## config.mk

```make
export PLATFORM = sky130hd
export DESIGN_NAME = ex_mem_stage_flat
export DESIGN_NICKNAME = d
export VERILOG_FILES = /design/src/rtl/ex_mem_stage_if.sv /design/src/rtl/ex_mem_stage.sv /design/src/flat_wrapper.sv
export SDC_FILE = /design/constraint.sdc
export NUM_CORES = 1
export LEC_CHECK = 0
export CELL_PAD_IN_SITES_DETAIL_PLACEMENT = 1
export CELL_PAD_IN_SITES_GLOBAL_PLACEMENT = 1
export CORE_MARGIN = 2
export CORE_UTILIZATION = 36
export CTS_BUF_LIST = sky130_fd_sc_hd__clkbuf_4 sky130_fd_sc_hd__clkbuf_8
export DETAILED_ROUTE_END_ITERATION = 16
export PLACE_DENSITY_LB_ADDON = 0.1
export SKIP_LAST_GASP = 1
export SLEW_MARGIN = 25
export SYNTH_ARGS = -nofsm -noshare
export SYNTH_HDL_FRONTEND = slang
export SYNTH_SLANG_ARGS = --single-unit
```

## constraint.sdc

```tcl
create_clock -name clk -period 5.65 [get_ports clk]
set_clock_uncertainty 0.15 [all_clocks]
set_input_delay 1.13 -clock clk [delete_from_list [all_inputs] [get_ports clk]]
set_output_delay 1.13 -clock clk [all_outputs]
set_load 0.02 [all_outputs]
```

## src/rtl/ex_mem_stage_if.sv

```systemverilog
// ID/EX, MEM/WB and EX/MEM signal bundle for the execute stage.
// master drives the pipeline inputs; slave (the stage) drives the registered outputs.
interface ex_mem_stage_if #(
  parameter int unsigned DW = 16,
  parameter int unsigned RW = 3
);
  logic [3:0]    aluSig_in;
  logic          WB_in;
  logic          WMEM_in;
  logic          load_in;
  logic          extendForMem_in;
  logic [DW-1:0] R1_in;
  logic [DW-1:0] R2_in;
  logic [DW-1:0] wdMem_in;
  logic [RW-1:0] rd_in;
  logic [RW-1:0] rs_in;
  logic [RW-1:0] rt_in;
  logic          b_from_rt;
  logic          hold;
  logic          flush;
  logic          wb_we;
  logic [RW-1:0] wb_rd;
  logic [DW-1:0] wb_data;

  logic [DW-1:0] alu_out;
  logic [DW-1:0] wdMem_out;
  logic [RW-1:0] rd_out;
  logic          WB_out;
  logic          WMEM_out;
  logic          load_out;
  logic          extendForMem_out;
  logic          zero_out;
  logic          ovf_sticky;

  modport master (
    output aluSig_in, WB_in, WMEM_in, load_in, extendForMem_in,
           R1_in, R2_in, wdMem_in, rd_in, rs_in, rt_in, b_from_rt,
           hold, flush, wb_we, wb_rd, wb_data,
    input  alu_out, wdMem_out, rd_out, WB_out, WMEM_out, load_out,
           extendForMem_out, zero_out, ovf_sticky
  );

  modport slave (
    input  aluSig_in, WB_in, WMEM_in, load_in, extendForMem_in,
           R1_in, R2_in, wdMem_in, rd_in, rs_in, rt_in, b_from_rt,
           hold, flush, wb_we, wb_rd, wb_data,
    output alu_out, wdMem_out, rd_out, WB_out, WMEM_out, load_out,
           extendForMem_out, zero_out, ovf_sticky
  );
endinterface

```

## src/rtl/ex_mem_stage.sv

```systemverilog
// Execute stage with EX/MEM pipeline register: operand forwarding, 16-bit ALU,
// hold/flush control and a sticky signed-overflow flag.
module ex_mem_stage #(
  parameter int unsigned DW = 16,
  parameter int unsigned RW = 3
) (
  input logic           clk,
  input logic           rst_n,
  ex_mem_stage_if.slave bus
);
  localparam int unsigned MSB = DW - 1;
  localparam int unsigned SHW = 4;

  localparam logic [3:0] OP_ADD = 4'd0;
  localparam logic [3:0] OP_SUB = 4'd1;
  localparam logic [3:0] OP_AND = 4'd2;
  localparam logic [3:0] OP_OR  = 4'd3;
  localparam logic [3:0] OP_XOR = 4'd4;
  localparam logic [3:0] OP_NOR = 4'd5;
  localparam logic [3:0] OP_SLT = 4'd6;
  localparam logic [3:0] OP_SLL = 4'd7;
  localparam logic [3:0] OP_SRL = 4'd8;
  localparam logic [3:0] OP_SRA = 4'd9;
  localparam logic [3:0] OP_PSB = 4'd10;
  localparam logic [3:0] OP_LUI = 4'd11;

  logic [DW-1:0] alu_q, alu_d;
  logic [DW-1:0] wd_q, wd_d;
  logic [RW-1:0] rd_q, rd_d;
  logic          wb_q, wb_d;
  logic          wmem_q, wmem_d;
  logic          load_q, load_d;
  logic          ext_q, ext_d;
  logic          zero_q, zero_d;
  logic          ovf_q, ovf_d;

  logic          ex_fwd_ok;
  logic          wb_fwd_ok;
  logic [DW-1:0] op_a;
  logic [DW-1:0] op_b;
  logic [DW-1:0] st_data;
  logic [DW-1:0] sum;
  logic [DW-1:0] diff;
  logic [DW-1:0] result;
  logic          ovf;

  // Operand forwarding: EX/MEM (non-load) beats MEM/WB; r0 is never a target.
  always_comb begin
    ex_fwd_ok = wb_q & ~load_q & (rd_q != '0);
    wb_fwd_ok = bus.wb_we & (bus.wb_rd != '0);

    op_a = bus.R1_in;
    if (ex_fwd_ok && (rd_q == bus.rs_in))            op_a = alu_q;
    else if (wb_fwd_ok && (bus.wb_rd == bus.rs_in))  op_a = bus.wb_data;

    st_data = bus.wdMem_in;
    if (ex_fwd_ok && (rd_q == bus.rt_in))            st_data = alu_q;
    else if (wb_fwd_ok && (bus.wb_rd == bus.rt_in))  st_data = bus.wb_data;

    op_b = bus.b_from_rt ? st_data : bus.R2_in;
    if (bus.b_from_rt && !(ex_fwd_ok && (rd_q == bus.rt_in)) &&
        !(wb_fwd_ok && (bus.wb_rd == bus.rt_in)))
      op_b = bus.R2_in;
  end

  // ALU and signed overflow (ADD/SUB only)
  always_comb begin
    sum    = op_a + op_b;
    diff   = op_a - op_b;
    result = '0;
    ovf    = 1'b0;
    case (bus.aluSig_in)
      OP_ADD: begin
        result = sum;
        ovf    = (op_a[MSB] == op_b[MSB]) && (sum[MSB] != op_a[MSB]);
      end
      OP_SUB: begin
        result = diff;
        ovf    = (op_a[MSB] != op_b[MSB]) && (diff[MSB] != op_a[MSB]);
      end
      OP_AND: result = op_a & op_b;
      OP_OR:  result = op_a | op_b;
      OP_XOR: result = op_a ^ op_b;
      OP_NOR: result = ~(op_a | op_b);
      OP_SLT: result = DW'($signed(op_a) < $signed(op_b));
      OP_SLL: result = op_a << op_b[SHW-1:0];
      OP_SRL: result = op_a >> op_b[SHW-1:0];
      OP_SRA: result = DW'($signed(op_a) >>> op_b[SHW-1:0]);
      OP_PSB: result = op_b;
      OP_LUI: result = DW'({op_b[7:0], 8'h00});
      default: result = '0;
    endcase
  end

  // Next state: hold freezes everything, flush bubbles the control bits.
  always_comb begin
    alu_d  = alu_q;
    wd_d   = wd_q;
    rd_d   = rd_q;
    wb_d   = wb_q;
    wmem_d = wmem_q;
    load_d = load_q;
    ext_d  = ext_q;
    zero_d = zero_q;
    ovf_d  = ovf_q;
    if (!bus.hold) begin
      alu_d = result;
      wd_d  = st_data;
      rd_d  = bus.rd_in;
      ext_d = bus.extendForMem_in;
      if (bus.flush) begin
        wb_d   = 1'b0;
        wmem_d = 1'b0;
        load_d = 1'b0;
        zero_d = 1'b0;
      end else begin
        wb_d   = bus.WB_in;
        wmem_d = bus.WMEM_in;
        load_d = bus.load_in;
        zero_d = (result == '0);
        ovf_d  = ovf_q | ovf;
      end
    end
  end

  always_ff @(posedge clk or negedge rst_n) begin
    if (!rst_n) begin
      alu_q  <= '0;
      wd_q   <= '0;
      rd_q   <= '0;
      wb_q   <= 1'b0;
      wmem_q <= 1'b0;
      load_q <= 1'b0;
      ext_q  <= 1'b0;
      zero_q <= 1'b0;
      ovf_q  <= 1'b0;
    end else begin
      alu_q  <= alu_d;
      wd_q   <= wd_d;
      rd_q   <= rd_d;
      wb_q   <= wb_d;
      wmem_q <= wmem_d;
      load_q <= load_d;
      ext_q  <= ext_d;
      zero_q <= zero_d;
      ovf_q  <= ovf_d;
    end
  end

  assign bus.alu_out          = alu_q;
  assign bus.wdMem_out        = wd_q;
  assign bus.rd_out           = rd_q;
  assign bus.WB_out           = wb_q;
  assign bus.WMEM_out         = wmem_q;
  assign bus.load_out         = load_q;
  assign bus.extendForMem_out = ext_q;
  assign bus.zero_out         = zero_q;
  assign bus.ovf_sticky       = ovf_q;
endmodule

```

## src/flat_wrapper.sv

```systemverilog
// flat-port wrapper written by rule: the top's interface ports become plain ports
module ex_mem_stage_flat 
#(
  parameter int unsigned DW = 16,
  parameter int unsigned RW = 3
)
  (clk, rst_n, bus_aluSig_in, bus_WB_in, bus_WMEM_in, bus_load_in, bus_extendForMem_in, bus_R1_in, bus_R2_in, bus_wdMem_in, bus_rd_in, bus_rs_in, bus_rt_in, bus_b_from_rt, bus_hold, bus_flush, bus_wb_we, bus_wb_rd, bus_wb_data, bus_alu_out, bus_wdMem_out, bus_rd_out, bus_WB_out, bus_WMEM_out, bus_load_out, bus_extendForMem_out, bus_zero_out, bus_ovf_sticky);
  ex_mem_stage_if #(.DW(DW), .RW(RW)) bus_i ();
  input logic clk;
  input logic rst_n;
  input wire logic [$bits(bus_i.aluSig_in)-1:0] bus_aluSig_in;
  input wire logic [$bits(bus_i.WB_in)-1:0] bus_WB_in;
  input wire logic [$bits(bus_i.WMEM_in)-1:0] bus_WMEM_in;
  input wire logic [$bits(bus_i.load_in)-1:0] bus_load_in;
  input wire logic [$bits(bus_i.extendForMem_in)-1:0] bus_extendForMem_in;
  input wire logic [$bits(bus_i.R1_in)-1:0] bus_R1_in;
  input wire logic [$bits(bus_i.R2_in)-1:0] bus_R2_in;
  input wire logic [$bits(bus_i.wdMem_in)-1:0] bus_wdMem_in;
  input wire logic [$bits(bus_i.rd_in)-1:0] bus_rd_in;
  input wire logic [$bits(bus_i.rs_in)-1:0] bus_rs_in;
  input wire logic [$bits(bus_i.rt_in)-1:0] bus_rt_in;
  input wire logic [$bits(bus_i.b_from_rt)-1:0] bus_b_from_rt;
  input wire logic [$bits(bus_i.hold)-1:0] bus_hold;
  input wire logic [$bits(bus_i.flush)-1:0] bus_flush;
  input wire logic [$bits(bus_i.wb_we)-1:0] bus_wb_we;
  input wire logic [$bits(bus_i.wb_rd)-1:0] bus_wb_rd;
  input wire logic [$bits(bus_i.wb_data)-1:0] bus_wb_data;
  output wire logic [$bits(bus_i.alu_out)-1:0] bus_alu_out;
  output wire logic [$bits(bus_i.wdMem_out)-1:0] bus_wdMem_out;
  output wire logic [$bits(bus_i.rd_out)-1:0] bus_rd_out;
  output wire logic [$bits(bus_i.WB_out)-1:0] bus_WB_out;
  output wire logic [$bits(bus_i.WMEM_out)-1:0] bus_WMEM_out;
  output wire logic [$bits(bus_i.load_out)-1:0] bus_load_out;
  output wire logic [$bits(bus_i.extendForMem_out)-1:0] bus_extendForMem_out;
  output wire logic [$bits(bus_i.zero_out)-1:0] bus_zero_out;
  output wire logic [$bits(bus_i.ovf_sticky)-1:0] bus_ovf_sticky;
  assign bus_i.aluSig_in = bus_aluSig_in;
  assign bus_i.WB_in = bus_WB_in;
  assign bus_i.WMEM_in = bus_WMEM_in;
  assign bus_i.load_in = bus_load_in;
  assign bus_i.extendForMem_in = bus_extendForMem_in;
  assign bus_i.R1_in = bus_R1_in;
  assign bus_i.R2_in = bus_R2_in;
  assign bus_i.wdMem_in = bus_wdMem_in;
  assign bus_i.rd_in = bus_rd_in;
  assign bus_i.rs_in = bus_rs_in;
  assign bus_i.rt_in = bus_rt_in;
  assign bus_i.b_from_rt = bus_b_from_rt;
  assign bus_i.hold = bus_hold;
  assign bus_i.flush = bus_flush;
  assign bus_i.wb_we = bus_wb_we;
  assign bus_i.wb_rd = bus_wb_rd;
  assign bus_i.wb_data = bus_wb_data;
  assign bus_alu_out = bus_i.alu_out;
  assign bus_wdMem_out = bus_i.wdMem_out;
  assign bus_rd_out = bus_i.rd_out;
  assign bus_WB_out = bus_i.WB_out;
  assign bus_WMEM_out = bus_i.WMEM_out;
  assign bus_load_out = bus_i.load_out;
  assign bus_extendForMem_out = bus_i.extendForMem_out;
  assign bus_zero_out = bus_i.zero_out;
  assign bus_ovf_sticky = bus_i.ovf_sticky;
  ex_mem_stage #(.DW(DW), .RW(RW)) u_core (.clk(clk), .rst_n(rst_n), .bus(bus_i));
endmodule
```

# After elaboration in Yosys (flattened, before gate mapping)

Cells that the tools add are included.

Equality and inequality tests: 19
Magnitude comparators: 1
Shifts and indexed selects: 3
Multiply operators: 0
$add $sub $neg: 2
Div/mod/pow operators: 0
Bitwise gates (word level): 11
Reduce and logical (&&, ||, !) cells: 15
Mux-type cells: 12

Operator list:

| cell                                                                   | number |
|---|---|
| 16-bit one-hot mux with 12 select lines                                | 1 |
| 16-bit 2-to-1 mux                                                      | 6 |
| 16-bit adder                                                           | 1 |
| 16-bit bitwise AND                                                     | 1 |
| 4-bit by 3-bit equality test with 1-bit output (second input constant) | 4 |
| 4-bit equality test (second input constant)                            | 4 |
| 16-bit zero test                                                       | 1 |
| 16-bit < comparator                                                    | 1 |
| 16-bit NOT                                                             | 1 |
| 16-bit bitwise OR                                                      | 1 |
| 16-bit by 4-bit left shift with 16-bit output                          | 1 |
| 16-bit by 4-bit right shift with 16-bit output                         | 1 |
| 16-bit by 4-bit >>> shifter with 16-bit output                         | 1 |
| 16-bit subtractor                                                      | 1 |
| 16-bit XOR                                                             | 1 |
| 3-bit equality test                                                    | 4 |
| 4-bit by 2-bit equality test with 1-bit output (second input constant) | 2 |
| 1-bit logical AND                                                      | 8 |
| 3-bit nonzero test                                                     | 2 |
| 4-bit by 1-bit equality test with 1-bit output (second input constant) | 1 |
| 4-bit zero test                                                        | 1 |
| 1-bit 2-to-1 mux                                                       | 4 |
| 1-bit bitwise AND                                                      | 3 |
| 1-bit inequality test                                                  | 3 |
| 6 further kinds                                                        | 9 |

Bits in writable memories: 0
Register bits: 41
Latch bits: 0
ROM bits: 0
Memories: 0
Logic and storage cells: 72
Input bits: 90

# Logic depth before layout (Yosys ltp)

Gate-level depths: netlist of run 1.

Depth after elaboration: 13
Mapped depth: 24
Gate-level depth less buffers: 20

# Worst setup path after synthesis of run 1

No wires, ideal clock.

Kind: input to register
From: input bus_wb_rd[2]
To: register u_core.zero_q, in the netlist u_core.bus.zero_out
Library setup time: 0.103 ns
Data required time: 5.397 ns
Setup slack: -0.529 ns
Path buffers: 1
Stages on the path: 19
Arrival: 5.925 ns
Cell sequence: xor2_1 > nor4_1 > buf_2 > mux2_2 > mux2i_1 > ha_1 > inv_1 > fa_1 > a21o_1 > a211o_1 > a21oi_1 > o21ai_0 > o21ai_0 > xnor2_1 > nor2_1 > or4_1 > nor4_1 > nand4_1 > o41ai_2

Cells in the longest elaborated chain, start to end: 12

RTL lines:

| element                                                                   | RTL line            | RTL |
|---|---|---|
| start, declared                                                           | flat_wrapper.sv:26  | `input wire logic [$bits(bus_i.wb_rd)-1:0] bus_wb_rd;` |
| parallel branches: the longest is 9 deep, another holds 16-bit subtractor | n/a                 |  |
| 16-bit one-hot mux with 12 select lines *                                 | ex_mem_stage.sv:72  | `case (bus.aluSig_in)` |
| 16-bit zero test *                                                        | ex_mem_stage.sv:120 | `zero_d = (result == '0);` |
| 1-bit 2-to-1 mux *                                                        | ex_mem_stage.sv:111 | `if (bus.flush) begin` |
| end signal, assigned                                                      | ex_mem_stage.sv:145 | `zero_q <= zero_d;` |
| end, declared                                                             | ex_mem_stage.sv:34  | `logic zero_q, zero_d;` |

Every way passes the cells marked *.
A chain may end at the register's enable or synchronous reset.

# Worst setup path in the final report of run 1

From: input bus_wb_rd[1]
To: register u_core.zero_q, in the netlist u_core.bus.zero_out

The elaborated chain is that of the path after synthesis.

==> results of run 1 <==
worst max-delay path by stage:
stage | from | cells past startpoint | slack [ps] | end
floorplan | bus_rt_in[0] | 23 | 2 | u_core.bus.zero_out$_DFFE_PN0N_
global placement | bus_wb_rd[1] | 24 | -1040 | u_core.bus.zero_out$_DFFE_PN0N_
detailed placement | bus_wb_rd[1] | 22 | -1180 | u_core.bus.zero_out$_DFFE_PN0N_
CTS | bus_wb_rd[0] | 26 | 0.9 | u_core.bus.zero_out$_DFFE_PN0N_
global route | bus_wb_rd[1] | 23 | -260 | u_core.bus.zero_out$_DFFE_PN0N_
finish | bus_wb_rd[1] | 22 | -80 | u_core.bus.zero_out$_DFFE_PN0N_
cell type report:
cell class	count	share of cell area
multi-input combinational	768	0.545
inverter	53	0.0187
clock inverter	3	0.00425
tap	260	0.0298
sequential	41	0.0941
clock buffer	5	0.00631
timing repair buffer	391	0.302
power by group through the flow:
stage,Clock [W],Combinational [W],Sequential (W)
3_5_place_dp,0,0.00123,0.000393
4_1_cts,0.000254,0.00129,0.000388
6_report,0.000252,0.00137,0.000390
3_3_place_gp,0,0.00121,0.000390
2_1_floorplan,0,0.000555,0.000431
5_1_grt,0.000263,0.00144,0.000395
state kept, by name, summed over array words and instances, names as in the netlist:
register / cells
u_core.bus.zero_out: 1
u_core.bus.extendForMem_out: 1
u_core.bus.alu_out: 16
u_core.bus.rd_out: 3
u_core.bus.WB_out: 1
u_core.bus.wdMem_out: 16
u_core.bus.ovf_sticky: 1
u_core.bus.load_out: 1
u_core.bus.WMEM_out: 1
worst max-delay path, cell delays in order:
cell and delay (ps):
buf_8 110, buf_4 130, buf_4 130, xnor2_2 160, and4b_2 310, buf_4 130, mux2_1 310, mux2_2 280
mux2_2 320, ha_2 350, o21a_1 190, nor2_1 80, a31oi_1 70, a21o_1 210, a21oi_1 190, nor2_1 80
xnor2_1 210, nor2_1 90, a2111o_1 480, nor4_2 360, nand4_1 150, o41ai_2 310
cells in the mapped netlist, drive strengths merged (3+ instances only):
cell type / n / area share
nor2: 93 / 0.050
nand2: 84 / 0.045
o21ai: 80 / 0.058
a21oi: 74 / 0.054
mux2i: 65 / 0.12
inv: 52 / 0.028
ha: 51 / 0.092
dfrtp: 41 / 0.15
clkbuf: 35 / 0.019
mux2: 33 / 0.054
nor3: 29 / 0.021
buf: 22 / 0.019
xnor2: 20 / 0.025
a22oi: 17 / 0.018
nand3: 17 / 0.012
o22ai: 17 / 0.015
a21o: 12 / 0.013
a211oi: 10 / 0.011
a31oi: 9 / 0.0081
a211o: 8 / 0.010
nand4: 8 / 0.0072
nor4: 8 / 0.0094
o221ai: 8 / 0.010
a222oi: 7 / 0.010
nor2b: 7 / 0.0063
o211ai: 7 / 0.0076
or3: 7 / 0.0063
a221oi: 6 / 0.0076
o21a: 6 / 0.0065
o31ai: 6 / 0.0072
o41ai: 6 / 0.0087
xor2: 6 / 0.0076
a2111oi: 5 / 0.0065
o21bai: 5 / 0.0054
or2: 5 / 0.0049
and3: 4 / 0.0036
nand2b: 4 / 0.0036
or4: 4 / 0.0043
a22o: 3 / 0.0038
nor3b: 3 / 0.0032
o2111ai: 3 / 0.0038
o311ai: 3 / 0.0038
per-stage QoR:
stage,cells,power (W)
after floorplan,919,0.000986
after global placement,1494,0.00160
after detailed placement,1494,0.00162
after CTS,1510,0.00193
after global routing,1521,0.00210
final,1521,0.00201
kinds of logic after synthesis:
group	after synthesis	share of synthesized area
adder cells (fa/ha/maj)	53	0.0977
multiplexers	99	0.172
AND/OR/NAND/NOR	279	0.186
flip-flops	41	0.148
XOR/XNOR	26	0.0328
buffers and inverters	110	0.0673
AO/OA/AOI/OAI	311	0.296
routing by layer:
layer | GRT usage | routed length (µm) | up-vias
met5 | 0 | 0 | -
met4 | 0.162 | 1970 | 0
met3 | 0.0516 | 3050 | 128
met2 | 0.627 | 18200 | 477
met1 | 0.449 | 15500 | 4568
li1 | - | - | 4091
timing repair:
item                                    4_1_cts  5_1_grt
setup buffers                                 8       11
endpoints found under the setup margin       12        9
pin swaps                                    23       29
gates resized for setup                      71       56
==> qor.txt, run 1 <==
Setup crit start kind = input pin
Worst-case setup slack after placement = -1180 ps
Endpoint arrival time on the critical path = 5790 ps
Syn. warnings = 0
Width of the chip = 143 µm
Area of the mapped netlist = 6940 µm²
Final weighted congestion in routability-driven placement = 1.02
Detailed router's first-iteration violation count = 723
Synthesized instance count = 919
Max Fanout on Critical Path = 6
Leakage = 4.80 nW
# rows = 50
Wire length reported by the detailed router = 38700 µm
Outcome = complete, but fails checks
DIE HEIGHT = 143 µm
Total of flip-flops plus latches after synthesis = 41
Number of iterations in the first detailed-routing pass = 6
CP required = 5710 ps
Proportion of power drawn by flip-flops and latches = 0.194
Most instantiated flip-flop cell in the synthesis netlist = dfrtp_1
Cts-stage hold buffer count = 0
Max-cap check violation count = 0
Clock buffers created by TritonCTS = 5
Failing checks = negative setup slack
Number of antenna repair diodes = 0
Number of endpoints with negative hold slack in the final report = 0
Final setup violating endpoints = 1
HPWL reported at the end of detailed placement = 30100 µm
Relative slew slack = 0.373
Reg-to-reg critical path endpoint = u_core.bus.zero_out$_DFFE_PN0N_
Proportion of synthesized chip area in sequential cells = 0.148
Worst-case vdd ir drop = 0.000113 V
Number of nets at the end of the flow = 1403
Post-route design area = 10900 µm²
Crit path kind = input pin to register
Relative contribution of the clock network to total power = 0.125
Area grow syn2layout = 57.2%
Critical Path Sink Type = register
Minimum clock period = 5730 ps
Die area = 20400 µm²
Setup repair after global routing missed its margin = yes
Final-layout worst hold slack = 342 ps
Slack of the worst reg-to-reg path = 230 ps
Layout cell share with drive strength beyond 1 = 0.329
Switching component of the power = 0.000903 W
Transition time at the pin with the least slew margin = 934 ps
Number of H-tree levels = 2
Nets in the synthesized netlist = 1062
Total congestion overflow after global routing = 0
Switching share of power = 0.449
Maximum operating frequency = 175 MHz
Clock sink count = 41
Worst reg2reg startpoint = u_core.bus.rd_out[1]$_DFFE_PN0N_
Ports = 131
IO buf count = 130
Buffer type at the clock tree root = clkbuf_8
Pin count of the biggest net entering global routing = 48
Number of filler instances in the final layout = 2305
Leading cell types in the layout, fill and taps excluded = buf_4 (255), clkdlybuf4s50_1 (118), nor2_1 (92), nand2_1 (84), o21ai_0 (65)
Detailed-route DRC error count = 0
Gate power share = 0.681
Share of the core filled with cells in the final layout = 0.579
Start point of the worst hold path = u_core.bus.wdMem_out[13]$_DFFE_PN0N_
Number of enable-type register cells in the synthesized netlist = 0
Number of antenna violations at the first check in global routing = 0
Post-detailed-route via-to-cell ratio = 6.09
Maximum root-to-sink buffer count = 2
Global-route wire length before repair = 55800 µm
Post-route clock period utilization = 1.01
R2r worst-path depth = 20
Clock latency reported for the late side of the worst-skew pair = 310 ps
Via count = 9264
Hold-critical path endpoint = u_core.bus.wdMem_out[13]$_DFFE_PN0N_
FF/Latch Area = 1030 µm²
Routed Antenna Nets = 0
TritonCTS clock tree = yes
Most common cell after layout, fill and taps aside = buf_4
Max Transition Viols Final = 0
PD cells = 184 nW/µm²
Proportion of register bits with asynchronous set or reset after synthesis = 1.00
Dpl cell area = 10200 µm²
Number of unique standard cell types used by synthesis = 80
Vias in the first global route = 9418
Total area of multi-input combinational cells = 5940 µm²
Reg clk slew, reported paths = 90 ps
Design internal power = 0.00111 W
WHS Path Cells = 2
Floorplan core area = 18800 µm²
Effective utilization at floorplan = 0.368
Min-delay worst type = register to register
Average cell area after synthesis = 7.55 µm²
Average wire length per cell after detail routing = 25.5 µm
Worst Setup Slack, final = -79.7 ps
Setup TNS Final = -79.7 ps
Overall global routing resource usage = 0.363
Note: power is estimated with default switching activity, not from simulation.
==> run 2: changes to the inputs <==
- CTS_CLUSTER_SIZE: not set -> 24
==> results of run 2 <==
Final layout, timing and power as in run 1 (identical DEF).
